`config.mk`:
```
export PLATFORM = sky130hd
export DESIGN_NAME = tri_edge_setup
export DESIGN_NICKNAME = d
export VERILOG_FILES = /design/src/rtl/tri_setup_pkg.sv /design/src/rtl/edge_coeff.sv /design/src/rtl/tri_edge_setup.sv
export SDC_FILE = /design/constraint.sdc
export NUM_CORES = 1
export LEC_CHECK = 0
export BUFFER_PORTS_ARGS = -buffer_cell sky130_fd_sc_hd__buf_2
export CAP_MARGIN = 20
export CORE_MARGIN = 4
export CORE_UTILIZATION = 35
export CTS_CLUSTER_SIZE = 8
export DETAILED_ROUTE_END_ITERATION = 8
export GPL_TIMING_DRIVEN = 1
export PLACE_DENSITY_LB_ADDON = 0.05
export SYNTH_ARGS = -nofsm -noshare
export SYNTH_HDL_FRONTEND = slang
export SYNTH_HIERARCHICAL = 1
export SYNTH_SLANG_ARGS = --single-unit
```
`constraint.sdc`:
```
create_clock -name clock -period 10.1 [get_ports clock]
set_input_delay 0.505 -clock clock [delete_from_list [all_inputs] [get_ports clock]]
set_output_delay 0.505 -clock clock [all_outputs]
set_load 0.005 [all_outputs]
```
`src/rtl/tri_setup_pkg.sv`:
```
// Shared types and width helpers for triangle setup and the rasteriser.
package tri_setup_pkg;

  function automatic int unsigned aw_of(input int unsigned cw);
    return cw + 1;
  endfunction

  function automatic int unsigned kw_of(input int unsigned cw);
    return 2 * cw + 2;
  endfunction

  function automatic int unsigned sw_of(input int unsigned cw);
    return 2 * cw + 4;
  endfunction

  localparam int unsigned CW_DEF = 10;
  localparam int unsigned AW_DEF = aw_of(CW_DEF);
  localparam int unsigned KW_DEF = kw_of(CW_DEF);

  typedef enum logic [2:0] {
    ST_IDLE,
    ST_ISSUE,
    ST_DRAIN,
    ST_FINAL,
    ST_HOLD
  } state_t;

  // One edge equation at the default coordinate width.
  typedef struct packed {
    logic signed [AW_DEF-1:0] a;
    logic signed [AW_DEF-1:0] b;
    logic signed [KW_DEF-1:0] c;
  } edge_res_t;

endpackage

```
`src/rtl/edge_coeff.sv`:
```
// Pipelined edge-equation unit: a, b, c for one vertex pair, MUL_LAT+1 cycles issue to retire.
module edge_coeff
  import tri_setup_pkg::*;
#(
  parameter int unsigned CW      = 10,
  parameter int unsigned MUL_LAT = 2
) (
  input  logic                    clock,
  input  logic                    reset_n,
  input  logic                    issue,
  input  logic [1:0]              tag,
  input  logic [CW-1:0]           xi,
  input  logic [CW-1:0]           yi,
  input  logic [CW-1:0]           xj,
  input  logic [CW-1:0]           yj,
  output logic                    retire,
  output logic [1:0]              rtag,
  output logic [aw_of(CW)-1:0]    a,
  output logic [aw_of(CW)-1:0]    b,
  output logic [kw_of(CW)-1:0]    c
);

  localparam int unsigned AW = aw_of(CW);
  localparam int unsigned KW = kw_of(CW);
  localparam int unsigned PW = 2 * CW;
  localparam int unsigned L  = MUL_LAT - 1;

  logic          m_v   [MUL_LAT];
  logic [1:0]    m_tag [MUL_LAT];
  logic [AW-1:0] m_a   [MUL_LAT];
  logic [AW-1:0] m_b   [MUL_LAT];
  logic [PW-1:0] m_p0  [MUL_LAT];
  logic [PW-1:0] m_p1  [MUL_LAT];

  // Products enter stage 0; extra stages give the multiplier room to retime.
  always_ff @(posedge clock or negedge reset_n) begin
    if (!reset_n) begin
      for (int k = 0; k < int'(MUL_LAT); k++) begin
        m_v[k]   <= 1'b0;
        m_tag[k] <= '0;
        m_a[k]   <= '0;
        m_b[k]   <= '0;
        m_p0[k]  <= '0;
        m_p1[k]  <= '0;
      end
      retire <= 1'b0;
      rtag   <= '0;
      a      <= '0;
      b      <= '0;
      c      <= '0;
    end else begin
      m_v[0]   <= issue;
      m_tag[0] <= tag;
      m_a[0]   <= {1'b0, yi} - {1'b0, yj};
      m_b[0]   <= {1'b0, xj} - {1'b0, xi};
      m_p0[0]  <= PW'(xi) * PW'(yj);
      m_p1[0]  <= PW'(xj) * PW'(yi);
      for (int k = 1; k < int'(MUL_LAT); k++) begin
        m_v[k]   <= m_v[k-1];
        m_tag[k] <= m_tag[k-1];
        m_a[k]   <= m_a[k-1];
        m_b[k]   <= m_b[k-1];
        m_p0[k]  <= m_p0[k-1];
        m_p1[k]  <= m_p1[k-1];
      end
      retire <= m_v[L];
      rtag   <= m_tag[L];
      a      <= m_a[L];
      b      <= m_b[L];
      c      <= KW'(m_p0[L]) - KW'(m_p1[L]);
    end
  end

endmodule

```
`src/rtl/tri_edge_setup.sv`:
```
// Triangle setup: three edge equations and twice the signed area, with optional winding normalisation.
module tri_edge_setup
  import tri_setup_pkg::*;
#(
  parameter int unsigned CW        = 10,
  parameter int unsigned MUL_LAT   = 2,
  parameter bit          NORMALISE = 1'b1
) (
  input  logic                 clock,
  input  logic                 reset_n,
  input  logic                 in_valid,
  output logic                 in_ready,
  input  logic [CW-1:0]        x0,
  input  logic [CW-1:0]        y0,
  input  logic [CW-1:0]        x1,
  input  logic [CW-1:0]        y1,
  input  logic [CW-1:0]        x2,
  input  logic [CW-1:0]        y2,
  output logic                 out_valid,
  input  logic                 out_ready,
  output logic [aw_of(CW)-1:0] a0,
  output logic [aw_of(CW)-1:0] b0,
  output logic [aw_of(CW)-1:0] a1,
  output logic [aw_of(CW)-1:0] b1,
  output logic [aw_of(CW)-1:0] a2,
  output logic [aw_of(CW)-1:0] b2,
  output logic [kw_of(CW)-1:0] c0,
  output logic [kw_of(CW)-1:0] c1,
  output logic [kw_of(CW)-1:0] c2,
  output logic [sw_of(CW)-1:0] area2,
  output logic                 degenerate,
  output logic                 flipped
);

  localparam int unsigned AW = aw_of(CW);
  localparam int unsigned KW = kw_of(CW);
  localparam int unsigned SW = sw_of(CW);

  state_t        state, state_nx;
  logic [1:0]    idx;
  logic          issue;
  logic          accept;
  logic [CW-1:0] vx0, vy0, vx1, vy1, vx2, vy2;
  logic [CW-1:0] xi, yi, xj, yj;
  logic          ret;
  logic [1:0]    rtag;
  logic [AW-1:0] ra, rb;
  logic [KW-1:0] rc;
  logic [AW-1:0] ea [3];
  logic [AW-1:0] eb [3];
  logic [KW-1:0] ec [3];
  logic [SW-1:0] area_c;
  logic          neg_c;

  assign accept = in_valid && in_ready;

  always_ff @(posedge clock or negedge reset_n) begin
    if (!reset_n) state <= ST_IDLE;
    else          state <= state_nx;
  end

  always_comb begin
    state_nx = state;
    issue    = 1'b0;
    case (state)
      ST_IDLE:  if (accept) state_nx = ST_ISSUE;
      ST_ISSUE: begin
        issue = 1'b1;
        if (idx == 2'd2) state_nx = ST_DRAIN;
      end
      ST_DRAIN: if (ret && rtag == 2'd2) state_nx = ST_FINAL;
      ST_FINAL: state_nx = ST_HOLD;
      ST_HOLD:  if (out_ready) state_nx = ST_IDLE;
      default:  state_nx = ST_IDLE;
    endcase
  end

  // Edge i pairs vertex i with vertex (i+1) mod 3.
  always_comb begin
    xi = vx0; yi = vy0; xj = vx1; yj = vy1;
    case (idx)
      2'd1:    begin xi = vx1; yi = vy1; xj = vx2; yj = vy2; end
      2'd2:    begin xi = vx2; yi = vy2; xj = vx0; yj = vy0; end
      default: ;
    endcase
  end

  always_ff @(posedge clock or negedge reset_n) begin
    if (!reset_n) begin
      idx <= '0;
      vx0 <= '0; vy0 <= '0; vx1 <= '0; vy1 <= '0; vx2 <= '0; vy2 <= '0;
    end else begin
      idx <= (state == ST_ISSUE) ? idx + 2'd1 : 2'd0;
      if (accept) begin
        vx0 <= x0; vy0 <= y0; vx1 <= x1; vy1 <= y1; vx2 <= x2; vy2 <= y2;
      end
    end
  end

  edge_coeff #(
    .CW      (CW),
    .MUL_LAT (MUL_LAT)
  ) u_edge (
    .clock   (clock),
    .reset_n (reset_n),
    .issue   (issue),
    .tag     (idx),
    .xi      (xi),
    .yi      (yi),
    .xj      (xj),
    .yj      (yj),
    .retire  (ret),
    .rtag    (rtag),
    .a       (ra),
    .b       (rb),
    .c       (rc)
  );

  // Capture each edge as it retires, slotted by its tag.
  always_ff @(posedge clock or negedge reset_n) begin
    if (!reset_n) begin
      for (int k = 0; k < 3; k++) begin
        ea[k] <= '0;
        eb[k] <= '0;
        ec[k] <= '0;
      end
    end else if (ret) begin
      case (rtag)
        2'd0:    begin ea[0] <= ra; eb[0] <= rb; ec[0] <= rc; end
        2'd1:    begin ea[1] <= ra; eb[1] <= rb; ec[1] <= rc; end
        2'd2:    begin ea[2] <= ra; eb[2] <= rb; ec[2] <= rc; end
        default: ;
      endcase
    end
  end

  always_comb begin
    area_c = {{(SW-KW){ec[0][KW-1]}}, ec[0]}
           + {{(SW-KW){ec[1][KW-1]}}, ec[1]}
           + {{(SW-KW){ec[2][KW-1]}}, ec[2]};
    neg_c  = NORMALISE && area_c[SW-1];
  end

  // Results only change in FINAL; handshake flags follow the next state.
  always_ff @(posedge clock or negedge reset_n) begin
    if (!reset_n) begin
      in_ready   <= 1'b1;
      out_valid  <= 1'b0;
      a0 <= '0; b0 <= '0; a1 <= '0; b1 <= '0; a2 <= '0; b2 <= '0;
      c0 <= '0; c1 <= '0; c2 <= '0;
      area2      <= '0;
      degenerate <= 1'b0;
      flipped    <= 1'b0;
    end else begin
      in_ready  <= (state_nx == ST_IDLE);
      out_valid <= (state_nx == ST_HOLD);
      if (state == ST_FINAL) begin
        a0 <= neg_c ? -ea[0] : ea[0];
        b0 <= neg_c ? -eb[0] : eb[0];
        a1 <= neg_c ? -ea[1] : ea[1];
        b1 <= neg_c ? -eb[1] : eb[1];
        a2 <= neg_c ? -ea[2] : ea[2];
        b2 <= neg_c ? -eb[2] : eb[2];
        c0 <= neg_c ? -ec[0] : ec[0];
        c1 <= neg_c ? -ec[1] : ec[1];
        c2 <= neg_c ? -ec[2] : ec[2];
        area2      <= neg_c ? -area_c : area_c;
        degenerate <= (area_c == '0);
        flipped    <= neg_c;
      end
    end
  end

endmodule

```
==> results of run 1 <==
flip-flops by register name, summed over array words and instances (netlist names), 22 cells and up:
name,cells
c0,22
eb,33
area2,24
c1,22
ea,33
u_edge/m_a,22
u_edge/m_b,22
u_edge/m_p1,40
c2,22
ec,66
u_edge/m_p0,40
final cells by class:
| cell class | instances | area share, % |
|---|---|---|
| Timing Repair Buffer | 269 | 4.237 |
| Clock buffer | 90 | 5.648 |
| Tap cell | 1165 | 4.060 |
| Multi-Input combinational cell | 2117 | 46.15 |
| Sequential cell | 533 | 37.15 |
| Clock inverter | 7 | 0.3101 |
| Inverter | 233 | 2.436 |
| Antenna cell | 1 | 0.006969 |
synth_stat cells, types with 10 or more instances:
cell type    n  area [um2]
nand2b_1    12       75.07
ha_1       184        2302
dfrtp_1    532       13310
or3_1       20       125.1
o21ai_0    254        1271
buf_1       12       45.04
nor3_1      46       230.2
a21oi_1    107       535.5
and2_1      83       519.3
mux2_2     184        2072
nor2b_1     10       62.56
nand3_1     17       85.08
a211oi_1    11       82.58
nand2_1    373        1400
a22oi_1     41       307.8
fa_1       150        3003
inv_1      231       867.1
xor2_1      83       727.0
nor4_1      12       75.07
a31oi_1     17       106.4
xnor2_1    116        1016
nor2_1     180       675.7
o31ai_1     22       165.2
a21o_1      31       232.7
clkbuf_1   106       397.9
cells in the final DEF (no fill, tap or decap), types with 83 or more instances in the layout:
cell type    n
xnor2_1    116
buf_2      224
mux2_2     184
fa_1       150
nand2_1    372
inv_1      231
and2_1      83
dfrtp_1    532
a21oi_1    107
nor2_1     180
ha_1       183
xor2_1      83
o21ai_0    236
metal layers:
| metal | track usage (%) | wire length [um] | vias up |
|---|---|---|---|
| met5 | 0 | 0 | - |
| met4 | 5.101 | 1860 | 0 |
| met3 | 2.652 | 3660 | 103 |
| met2 | 29.01 | 39420 | 431 |
| met1 | 25.16 | 39630 | 11032 |
| li1 | - | - | 10604 |
logic make-up (layout without fill, tap and decap cells):
kind of cell               after synthesis  after routing  synth area share, %
and+or+nand+nor                        812            812                11.84
DFF                                    533            533                42.64
muxes                                  190            190                6.815
xor gates and xnor gates               199            199                5.571
AOI/OAI and AO/OA                      582            582                11.70
buffers and inverters                  359            599                4.475
other                                    0              1                    0
adders and majority gates              334            334                16.96
worst reg2reg max path, delay by kind of cell (launching register included):
kind	cells	cell delay, ns
compound gates	6	2.16
fa+ha+maj	7	3.38
buf+inv	4	0.61
flops	1	0.40
simple gates	3	0.58
per-stage QoR:
stage	utilization [%]	instance area [um2]	setup slack, ns	hold WS (ns)
6_report	40.57	35910	2.846	0.1226
5_1_grt	40.56	35900	2.454	0.09366
4_1_cts	40.55	35890	2.852	0.06534
3_5_place_dp	38.12	33740	2.896	0.3347
3_3_place_gp	38.04	33670	2.577	0.3340
2_1_floorplan	-	31290	3.953	0.2094
timing repair:
action	CTS	global route
resized for setup	0	0
hold endpoints to repair	90	0
hold buffers	1	0
how the worst max path moves through the flow:
stage / startpoint / to / slack (ns) / depth (start not counted)
2_1_floorplan: idx[0] / u_edge/m_p0[37] / 3.95 / 22
3_3_place_gp: idx[0] / u_edge/m_p0[37] / 2.58 / 20
3_5_place_dp: idx[0] / u_edge/m_p0[37] / 2.90 / 20
4_1_cts: idx[0] / u_edge/m_p0[37] / 2.85 / 20
5_1_grt: idx[0] / u_edge/m_p0[37] / 2.45 / 20
6_report: idx[0] / u_edge/m_p0[37] / 2.85 / 20
==> run_results.csv, run 1 <==
group,metric,value,unit
run_status,status,"completed",
logic_synthesis,synth-seq-area-share,42.64,%
place,dp.cells,4314,
floorplanning,die_x,307.0,um
logic_synthesis,yosys_warnings,6,
routing,totalWireLength,84580,um
global_route,grt-ovfl-total,0,
layout,area_growth,14.77,%
floorplanning,dieHeight,307.0,um
worst_hold_path,holdPathEnd,"vx2[9]",
logic_synthesis,synth-async-reset-ratio,100.0,%
logic_synthesis,synthCells,3009,
floorplanning,fp-row-count,109,
routing,first_pass_iters,5,
timing,min_period,7.254,ns
timing,final_hold_viol_count,0,
global_route,grt_usage,17.92,%
layout,drive_gt1_share,17.88,%
critical_path,cp_slowest_stage_delay,0.80,ns
routing,drt-vias-per-instance,5.022,
floorplanning,core,0.08851,mm2
cts,htreeDepth,3,
job,drv_cap,0,
critical_path,timing.rr.start,"idx[0]",
routing,ant_nets,0,
global_route,grt_pass1_wl,133100,um
critical_path,crit_fanout,42,
timing,fin_crit_sh,71.82,%
cts,clkLatencyLatePin,0.61,ns
worst_hold_path,hold_start,"x2[9]",
critical_path,path_delay_family,"adder cells",
layout,fill_cells,8648,
cts,cts_setup_buffers,0,
global_route,grt_pass1_vias,22819,
logic_synthesis,ys_ff_latch,533,
layout,final_nets,3629,
cts,clk_pin_slew,0.05,ns
layout,multi_input_area,0.01657,mm2
critical_path,critPathKind,"flop to flop",
critical_path,path_buf_inv,4,
timing,worstMarginPinSlew,1.090,ns
cts,numCtsBuffers,77,
logic_synthesis,synth.avg_cell_area,10.40,um2
worst_hold_path,min_path_type,"input pin to flop",
critical_path,rr_worst_depth,20,
logic_synthesis,synth_edf_count,0,
place,gp_congestion,0.8438,
layout,instances_no_fill,4415,
place,port_buffers,223,
cts,clk_path_buf_depth,3,
floorplanning,initial_core_util,35.35,%
floorplanning,die_area,0.09423,mm2
logic_synthesis,netlist_area,0.03129,mm2
cts,clock_sinks,533,
routing,initialDrtViolationCount,1272,
critical_path,crit_path_start_kind,"flop",
place,dp_hpwl,64240,um
routing,drc_errors,0,
timing,rsz0062_at_grt,"no",
timing,maxSlewViolCount,0,
cts,root_buffer,"clkbuf_16",
routing,routedWlPerCell,19.16,um
routing,dr_total_vias,22170,
timing,fin_skew,0.02027,ns
layout,regArea,0.01334,mm2
global_route,grt_max_degree,217,
logic_synthesis,synth_nets,3407,
timing,setup_viol,0,
timing,fmax,137.9,MHz
timing,finalSetupTns,0,ns
critical_path,worstReg2RegEnd,"u_edge/m_p0[37]",
timing,slew-limit-headroom,26.86,%
cts,cts_tree,"yes",
critical_path,cp_cell_sequence,"inv_1 -> ha_2 -> a22oi_1 -> o21ai_0 -> inv_1 -> nor2_1 -> fa_1 -> fa_1 -> fa_1 -> inv_1 -> fa_1 -> inv_1 -> ha_1 -> ha_1 -> and3_1 -> a221o_1 -> a21o_1 -> a41oi_2 -> nor3_1 -> a311o_1",
critical_path,required,10.58,ns
worst_hold_path,holdPathStages,2,
logic_synthesis,yosys.cell_types.count,95,
global_route,antenna_found_initial,2,
critical_path,critPathSlowestCell,"o21ai_0",
floorplanning,io_pins,224,
critical_path,critPathArrivalTime,7.74,ns
critical_path,cp-end-kind,"flop",
critical_path,r2r_slack,2.85,ns
logic_synthesis,synth_ff_type,"dfrtp_1",
Power of run 1 is not shown: default switching activity piles up to over one toggle a cycle in this logic, so the estimate is an artifact.
==> run 2, diff against run 1 <==
==> constraint.sdc (replaced) <==
create_clock -name clock -period 7 [get_ports clock]
set_input_delay 0.35 -clock clock [delete_from_list [all_inputs] [get_ports clock]]
set_output_delay 0.35 -clock clock [all_outputs]
set_load 0.005 [all_outputs]
==> run_results.csv, run 2 (synthesis results as in run 1) <==
group,metric,value,unit
run_status,status,"completed",
cts,clkLatencyLatePin,0.63,ns
timing,worstMarginPinSlew,0.9588,ns
critical_path,cp-startpoint,"idx[1]",
global_route,grt-ovfl-total,0,
critical_path,timing.rr.start,"idx[1]",
timing,fin_skew,0.03746,ns
timing,fin_ws,0.4159,ns
cts,clk_pin_slew,0.06,ns
critical_path,cp-end-kind,"flop",
layout,fill_cells,8605,
critical_path,critPathArrivalTime,7.06,ns
place,gp_congestion,0.8235,
timing,setup_viol,0,
cts,numCtsBuffers,77,
job,drv_cap,0,
global_route,grt_usage,18.39,%
layout,largest-register,"ec",
timing,final_hold_viol_count,0,
timing,fin_crit_sh,94.06,%
layout,area_growth,17.27,%
cts,clk_path_buf_depth,3,
global_route,grt_max_degree,215,
routing,first_pass_iters,5,
layout,largestRegisters,"ec x66, u_edge/m_p0 x40, u_edge/m_p1 x40",
global_route,antenna_found_initial,2,
worst_hold_path,min_path_type,"flop to flop",
routing,drt-vias-per-instance,4.990,
routing,routedWlPerCell,19.19,um
cts,cts_tree,"yes",
layout,final_common_cell,"dfrtp_1",
critical_path,critPathKind,"flop to flop",
worst_hold_path,hold_start,"u_edge/m_p0[24]",
floorplanning,fp-row-count,109,
routing,wl_met2,40010,um
place,dp.cells,4330,
routing,initialDrtViolationCount,1220,
routing,routed-wl-met3,3305,um
floorplanning,io_pins,224,
global_route,grt_pass1_vias,23264,
critical_path,required,7.48,ns
place,dp_hpwl,65170,um
floorplanning,core,0.08851,mm2
cts,htreeDepth,3,
layout,most-common-layout-cells,"dfrtp_1, nand2_1, o21ai_0",
layout,drive_gt1_share,17.85,%
timing,min_period,6.584,ns
place,place_ws,0.06554,ns
critical_path,crit_fanout,10,
routing,dr_total_vias,22394,
routing,drc_errors,0,
cts,cts_setup_buffers,0,
timing,slew-limit-headroom,36.08,%
timing,rsz0062_at_grt,"no",
layout,instances_no_fill,4488,
floorplanning,dieHeight,307.0,um
floorplanning,die_area,0.09423,mm2
critical_path,crit_path_start_kind,"flop",
timing,fmax,151.9,MHz
routing,ant_nets,0,
routing,wl_met1,40540,um
floorplanning,die_x,307.0,um
floorplanning,initial_core_util,35.35,%
timing,maxSlewViolCount,0,
cts,clock_sinks,533,
cts,root_buffer,"clkbuf_16",
routing,totalWireLength,86140,um
place,port_buffers,223,
layout,final_nets,3704,
layout,largest_reg_flops,66,
timing,finalSetupTns,0,ns
global_route,grt_pass1_wl,136400,um
routing,top_layer_used,"met4",
-- run 2: routing by layer --
metal  global-route usage [%]  vias up
met3                    2.879      129
met2                    29.99      421
met5                        0        -
li1                         -    10739
met4                    4.971        0
met1                    25.64    11105
-- run 2: area by class of cell --
cell class | instances | area, um2 | share of cell area [%]
antenna | 1 | 2.502 | 0.006821
clock buffer | 87 | 1986 | 5.412
clock inverter | 8 | 180.2 | 0.4911
inverter | 233 | 874.6 | 2.384
multi-input combinational | 2117 | 16580 | 45.19
sequential | 533 | 13340 | 36.36
tap | 1165 | 1458 | 3.973
timing repair buffer | 344 | 2268 | 6.183
-- run 2: through the flow --
| step | instance area, um2 | hold WS, ns | util (%) |
|---|---|---|---|
| finish | 36690 | 0.3187 | 41.45 |
| floorplan | 31290 | 0.05441 | - |
| global route | 36680 | 0.3259 | 41.45 |
| detailed placement | 33890 | 0.3347 | 38.29 |
| global placement | 33880 | 0.3322 | 38.27 |
| CTS | 36670 | 0.3195 | 41.43 |
-- run 2: repair_timing --
action / CTS / global route
hold buffers: 62 / 0
hold endpoints to repair: 169 / 0
setup endpoints to repair: 0 / 8
resized for setup: 0 / 2
-- run 2: final timing paths --
check | end | slack, ns | depth (start not counted)
min in group asynchronous | area2[19] | 0.39 | 2
max in group asynchronous | out_valid | 5.16 | 3
worst min-delay path | u_edge/m_p0[4] | 0.32 | 0
worst max-delay path | u_edge/m_p0[37] | 0.42 | 21
worst max register to register | u_edge/m_p0[37] | 0.42 | 21
worst min register to register | u_edge/m_p0[4] | 0.32 | 0
-- run 2: worst max-delay path: stages (launching register included) --
cell and delay [ns]:
dfrtp_1 0.42, inv_1 0.07, ha_1 0.37, buf_4 0.24
a22oi_1 0.08, o21ai_1 0.54, inv_1 0.29, nor2_1 0.21
fa_1 0.48, fa_1 0.52, fa_1 0.54, inv_1 0.05
fa_1 0.53, inv_1 0.04, ha_1 0.19, ha_1 0.36
and3_1 0.27, a221o_1 0.33, a21o_1 0.19, a41oi_2 0.28
nor3_1 0.09, a311o_1 0.32
Power of run 2 is left out for the same reason.
